### src/rtl/dc_rr_arbiter.sv
// dc_rr_arbiter: four-way round-robin arbiter for a shared datapath.
//
// The owner keeps the grant while it keeps requesting. If another requester
// is waiting and the owner has already held the grant for HOLD_MAX cycles,
// the grant is taken away and passed on. The winning index is expanded to a
// one-hot grant by the 2-to-4 enable decoder dc.
//
// Ports
//   iclk    in   1  clock, rising edge
//   irst_n  in   1  synchronous reset, active-low
//   ien     in   1  arbitration enable (gates new grants, handoff and preempt)
//   ireq    in   4  request vector, bit k = requester k
//   ogrant  out  4  one-hot grant, zero when idle
//   oidx    out  2  current owner index, 0 when idle
//   ovalid  out  1  a grant is active
//
// state | meaning
// ------+--------------------------------------------------------------
// IDLE  | no owner; the next enabled request wins in round-robin order
// GRANT | idx_q owns the resource; hcnt_q counts its cycles of ownership

// 2-to-4 enable decoder: oy is one-hot at position ia when is=1, else 0.
module dc (
  input  logic [1:0] ia,
  input  logic       is,
  output logic [3:0] oy
);
  assign oy = is ? (4'b0001 << ia) : 4'b0000;
endmodule

module dc_rr_arbiter #(
  parameter int unsigned HOLD_MAX = 8
) (
  input  logic       iclk,
  input  logic       irst_n,
  input  logic       ien,
  input  logic [3:0] ireq,
  output logic [3:0] ogrant,
  output logic [1:0] oidx,
  output logic       ovalid
);

  localparam logic [7:0] HOLD_LAST = 8'(HOLD_MAX - 1);

  typedef enum logic {IDLE, GRANT} state_t;

  state_t     state_q, state_d;
  logic [1:0] idx_q, idx_d;
  logic [1:0] last_q, last_d;
  logic [7:0] hcnt_q, hcnt_d;

  logic [3:0] others;
  logic [2:0] pick_idle;
  logic [2:0] pick_hand;

  // Returns {found, index} of the first set bit searching base+1, base+2,
  // base+3, base (mod 4).
  function automatic logic [2:0] rr_pick(input logic [1:0] base,
                                         input logic [3:0] req);
    logic [2:0] res;
    logic [1:0] cand;
    res = 3'b000;
    for (int k = 1; k <= 4; k++) begin
      cand = base + 2'(k);
      if (req[cand] && !res[2]) begin
        res = {1'b1, cand};
      end
    end
    return res;
  endfunction

  // Handoff never returns the grant to the current owner, so its own bit is
  // masked out before searching.
  assign others    = ireq & ~(4'b0001 << idx_q);
  assign pick_idle = rr_pick(last_q, ireq);
  assign pick_hand = rr_pick(idx_q, others);

  always_comb begin
    state_d = state_q;
    idx_d   = idx_q;
    last_d  = last_q;
    hcnt_d  = hcnt_q;
    case (state_q)
      IDLE: begin
        if (ien && pick_idle[2]) begin
          state_d = GRANT;
          idx_d   = pick_idle[1:0];
          last_d  = pick_idle[1:0];
          hcnt_d  = 8'd0;
        end
      end
      GRANT: begin
        if (!ireq[idx_q]) begin
          if (ien && pick_hand[2]) begin
            idx_d  = pick_hand[1:0];
            last_d = pick_hand[1:0];
            hcnt_d = 8'd0;
          end else begin
            state_d = IDLE;
            idx_d   = 2'd0;
            hcnt_d  = 8'd0;
          end
        end else if (hcnt_q == HOLD_LAST && ien && pick_hand[2]) begin
          idx_d  = pick_hand[1:0];
          last_d = pick_hand[1:0];
          hcnt_d = 8'd0;
        end else if (hcnt_q != HOLD_LAST) begin
          hcnt_d = hcnt_q + 8'd1;
        end
      end
      default: begin
        state_d = IDLE;
        idx_d   = 2'd0;
        hcnt_d  = 8'd0;
      end
    endcase
  end

  // last resets to 3 so requester 0 is first in line after reset.
  always_ff @(posedge iclk) begin
    if (!irst_n) begin
      state_q <= IDLE;
      idx_q   <= 2'd0;
      last_q  <= 2'd3;
      hcnt_q  <= 8'd0;
    end else begin
      state_q <= state_d;
      idx_q   <= idx_d;
      last_q  <= last_d;
      hcnt_q  <= hcnt_d;
    end
  end

  assign ovalid = (state_q == GRANT);
  assign oidx   = idx_q;

  dc u_dc (
    .ia (idx_q),
    .is (ovalid),
    .oy (ogrant)
  );

endmodule

### config.mk
export PLATFORM = sky130hd
export DESIGN_NAME = dc_rr_arbiter
export DESIGN_NICKNAME = d
export VERILOG_FILES = /design/src/rtl/dc_rr_arbiter.sv
export SDC_FILE = /design/constraint.sdc
export NUM_CORES = 1
export LEC_CHECK = 0
export ABC_CLOCK_PERIOD_IN_PS = 3070
export BUFFER_PORTS_ARGS = -buffer_cell sky130_fd_sc_hd__buf_2
export CORE_MARGIN = 2
export CORE_UTILIZATION = 35
export CTS_CLUSTER_DIAMETER = 200
export DETAILED_ROUTE_END_ITERATION = 8
export PLACE_DENSITY = 0.61
export SLEW_MARGIN = 5
export SYNTH_ARGS = -nofsm -noshare
export SYNTH_HDL_FRONTEND = slang
export SYNTH_SLANG_ARGS = --single-unit
### constraint.sdc
create_clock -name iclk -period 3.07 [get_ports iclk]
set_input_delay 0.921 -clock iclk [delete_from_list [all_inputs] [get_ports iclk]]
set_output_delay 0.921 -clock iclk [all_outputs]
set_load 0.005 [all_outputs]
==> results.ini <==
[run_status]
run_status = completed

[timing]
clock_skew_ns = 0.00547
finalHoldViolations = 0
slew_headroom_pct = 65.4
worst_pin_slew_ns = 0.515
rsz0062_at_grt = no
timing_max_transition_violations_final = 0
tns_ns = 0
min_period_over_period_pct = 81.8
final_critical_path_required_period_ns = 2.51
fmax_mhz = 398
timing.final.setup_violations = 0

[place]
port_buffers = 13
placed_cells = 206
final_replace_weighted_congestion = 0.780
place_hpwl_um = 2320
placedInstanceArea_sq_mm = 0.00135

[flow_run]
cap_violations = 0

[power]
power.ir.vdd_worst_uv = 323
total_leakage_power_nw = 0.563
power.total_w = 0.000880
power_density_mw_per_mm2 = 638

[grt]
grt_max_degree = 18
first_global_vias = 1117
global_route.usage.total_pct = 15.5
globalRouteOverflowTotal = 0
grt_pass1_wl_um = 5200
number_of_antenna_violations_at_the_first_check_in_global_routing = 0

[route]
vias = 1244
drtIter0Drc = 76
route.detailed.drc = 0
post_route_antenna_net_violation_count = 0
route.final.wire_length_um = 3040
routed_wire_length_per_instance_um = 14.5
post_drt_via_cell_ratio = 5.92
first_pass_iters = 4

[setup_path]
worst-endpoint-arrival_ns = 2.68
cp-end-kind = register
critical_path_peak_fanout = 14
worst_setup_path_start_kind = input port
timing.setup.critical_path_class = in2reg
cp.required_ns = 3.24

[die]
floorplan.die_area_sq_mm = 0.00413
coreArea_sq_mm = 0.00342
rows = 21
starting_density_of_the_core_pct = 37.3
pin_count = 14
die_height_um = 64.3
dieWidth_um = 64.3

[yosys]
synth-async-reset-ratio_pct = 0
yosys.cell_types.count = 54
ys_dominant_reg_cell = sky130_fd_sc_hd__dfxtp_1
ys_warn_count = 0
seq_area_frac_synth_pct = 20.5
mapped_area_sq_mm = 0.00127
synthesis.instances = 155
syn-num-nets = 167
synth.avg_cell_area_sq_um = 8.21
synth_enable_flop_cells = 0
synth.ff_latch_count = 13

[clock_tree]
ctsHoldBuffers = 0
cts_buffer_depth = 2
post_cts_buffers = 0
cts_buffers = 3
cts_sinks = 13
tritoncts = built
cts_resized = 0
worst_skew_pair.late_latency_ns = 0.27
clk_transition_reported_paths_ns = 0.08
cts-root-buf = sky130_fd_sc_hd__clkbuf_4
cts_max_level = 1

[min_path]
hp-class = reg2reg

[finish]
finalNetCount = 177
instances_no_fill = 210
layout-drive-gt1-share_pct = 19.5
insertedDiodeCount = 0
area_delta_synth_final_pct = 8.36
stdcell_area_sq_mm = 0.00138

state kept, by name, summed over array words and instances (netlist names):
name and count:
last_q 2, oidx 2, ovalid 1, hcnt_q 8
stage by stage:
stage / setup slack, ns / hold WS [ns] / utilization (%)
2_1_floorplan: 0.440 / 0.457 / -
3_3_place_gp: 0.316 / 0.475 / 39.6
3_5_place_dp: 0.273 / 0.494 / 39.6
4_1_cts: 0.570 / 0.507 / 40.4
5_1_grt: 0.459 / 0.542 / 40.4
6_report: 0.559 / 0.505 / 40.4
worst max-delay path, cell delays in order:
cell and delay, ns:
sky130_fd_sc_hd__buf_2 0.19, sky130_fd_sc_hd__or3b_1 0.36, sky130_fd_sc_hd__a311o_1 0.34, sky130_fd_sc_hd__or4_1 0.39
sky130_fd_sc_hd__o311ai_1 0.10, sky130_fd_sc_hd__a21oi_1 0.14, sky130_fd_sc_hd__a32o_1 0.22
final cells by class:
cell class                      instances  area (sq um)
Timing Repair Buffer                   15          80.1
Clock buffer                            4          26.3
Inverter                                6          22.5
Sequential cell                        13           260
Multi-Input combinational cell        126           932
Fill cell                             373          2040
Tap cell                               46          57.6
cell families (layout without fill, tap and decap cells):
| logic type | Yosys count | count (layout) | share of synthesized area (%) |
|---|---|---|---|
| mux | 9 | 9 | 11.3 |
| buf+inv | 16 | 25 | 6.29 |
| compound gates | 52 | 52 | 30.2 |
| simple gates | 60 | 60 | 26.8 |
| fa+ha+maj | 5 | 5 | 4.92 |
| flops | 13 | 13 | 20.5 |
cells in the mapped netlist, types with 3 or more instances:
cell,count,share of area [%]
sky130_fd_sc_hd__mux4_2,4,7.1
sky130_fd_sc_hd__a311oi_1,3,2.1
sky130_fd_sc_hd__nor2b_1,7,3.4
sky130_fd_sc_hd__nand2b_1,4,2.0
sky130_fd_sc_hd__o21a_1,3,1.8
sky130_fd_sc_hd__and3_1,4,2.0
sky130_fd_sc_hd__mux2_2,3,2.7
sky130_fd_sc_hd__nor2_1,10,3.0
sky130_fd_sc_hd__o21ai_0,3,1.2
sky130_fd_sc_hd__clkbuf_1,3,0.88
sky130_fd_sc_hd__nor3_1,7,2.8
sky130_fd_sc_hd__dfxtp_1,13,20
sky130_fd_sc_hd__buf_2,4,1.6
sky130_fd_sc_hd__a21oi_1,15,5.9
sky130_fd_sc_hd__inv_1,5,1.5
sky130_fd_sc_hd__ha_1,5,4.9
sky130_fd_sc_hd__nand3_1,4,1.6
sky130_fd_sc_hd__and2_1,4,2.0
sky130_fd_sc_hd__nand2_1,7,2.1
sky130_fd_sc_hd__or4_1,4,2.4
final timing paths:
path,from,to,slack [ns],depth (start not counted)
worst max-delay path,ireq[3],oidx[1],0.56,7
worst min-delay path,hcnt_q[6],hcnt_q[6],0.51,2
worst max register to register,oidx[0],oidx[1],0.62,8
worst min register to register,hcnt_q[6],hcnt_q[6],0.51,2
routing by layer:
metal / vias to the layer above / global-route usage [%] / wire length [um]
li1: 612 / - / -
met1: 597 / 22.8 / 1520
met2: 33 / 23.7 / 1370
met3: 2 / 3.17 / 140
met4: 0 / 2.13 / 9
met5: - / 0 / 0
cell usage in the layout (no fill, tap or decap), types with 2 or more instances in the layout:
cell type,instances
sky130_fd_sc_hd__clkbuf_4,3
sky130_fd_sc_hd__and3_1,4
sky130_fd_sc_hd__nand2_1,7
sky130_fd_sc_hd__or3_1,2
sky130_fd_sc_hd__or4_1,4
sky130_fd_sc_hd__mux2i_1,2
sky130_fd_sc_hd__nor2b_1,7
sky130_fd_sc_hd__nor2_1,10
sky130_fd_sc_hd__a32o_1,2
sky130_fd_sc_hd__a311oi_1,3
sky130_fd_sc_hd__a21oi_1,15
sky130_fd_sc_hd__inv_1,5
sky130_fd_sc_hd__nand3_1,4
sky130_fd_sc_hd__ha_1,5
sky130_fd_sc_hd__o21a_1,3
sky130_fd_sc_hd__and2_1,4
sky130_fd_sc_hd__buf_2,13
sky130_fd_sc_hd__dfxtp_1,13
sky130_fd_sc_hd__o21ai_1,2
sky130_fd_sc_hd__buf_4,2
sky130_fd_sc_hd__a22oi_1,2
sky130_fd_sc_hd__nand2b_1,4
sky130_fd_sc_hd__mux4_2,4
sky130_fd_sc_hd__o21ai_0,3
sky130_fd_sc_hd__nor3_1,7
sky130_fd_sc_hd__o211ai_1,2
sky130_fd_sc_hd__a21o_1,2
sky130_fd_sc_hd__mux2_2,3
sky130_fd_sc_hd__a31oi_1,2
where the power goes:
part	internal, W	switching [W]
sequential	0.000193	0.0000353
clock	0.0000503	0.0000541
combinational	0.000240	0.000307
total	0.000483	0.000397
Power figures use the tool's default switching activity.
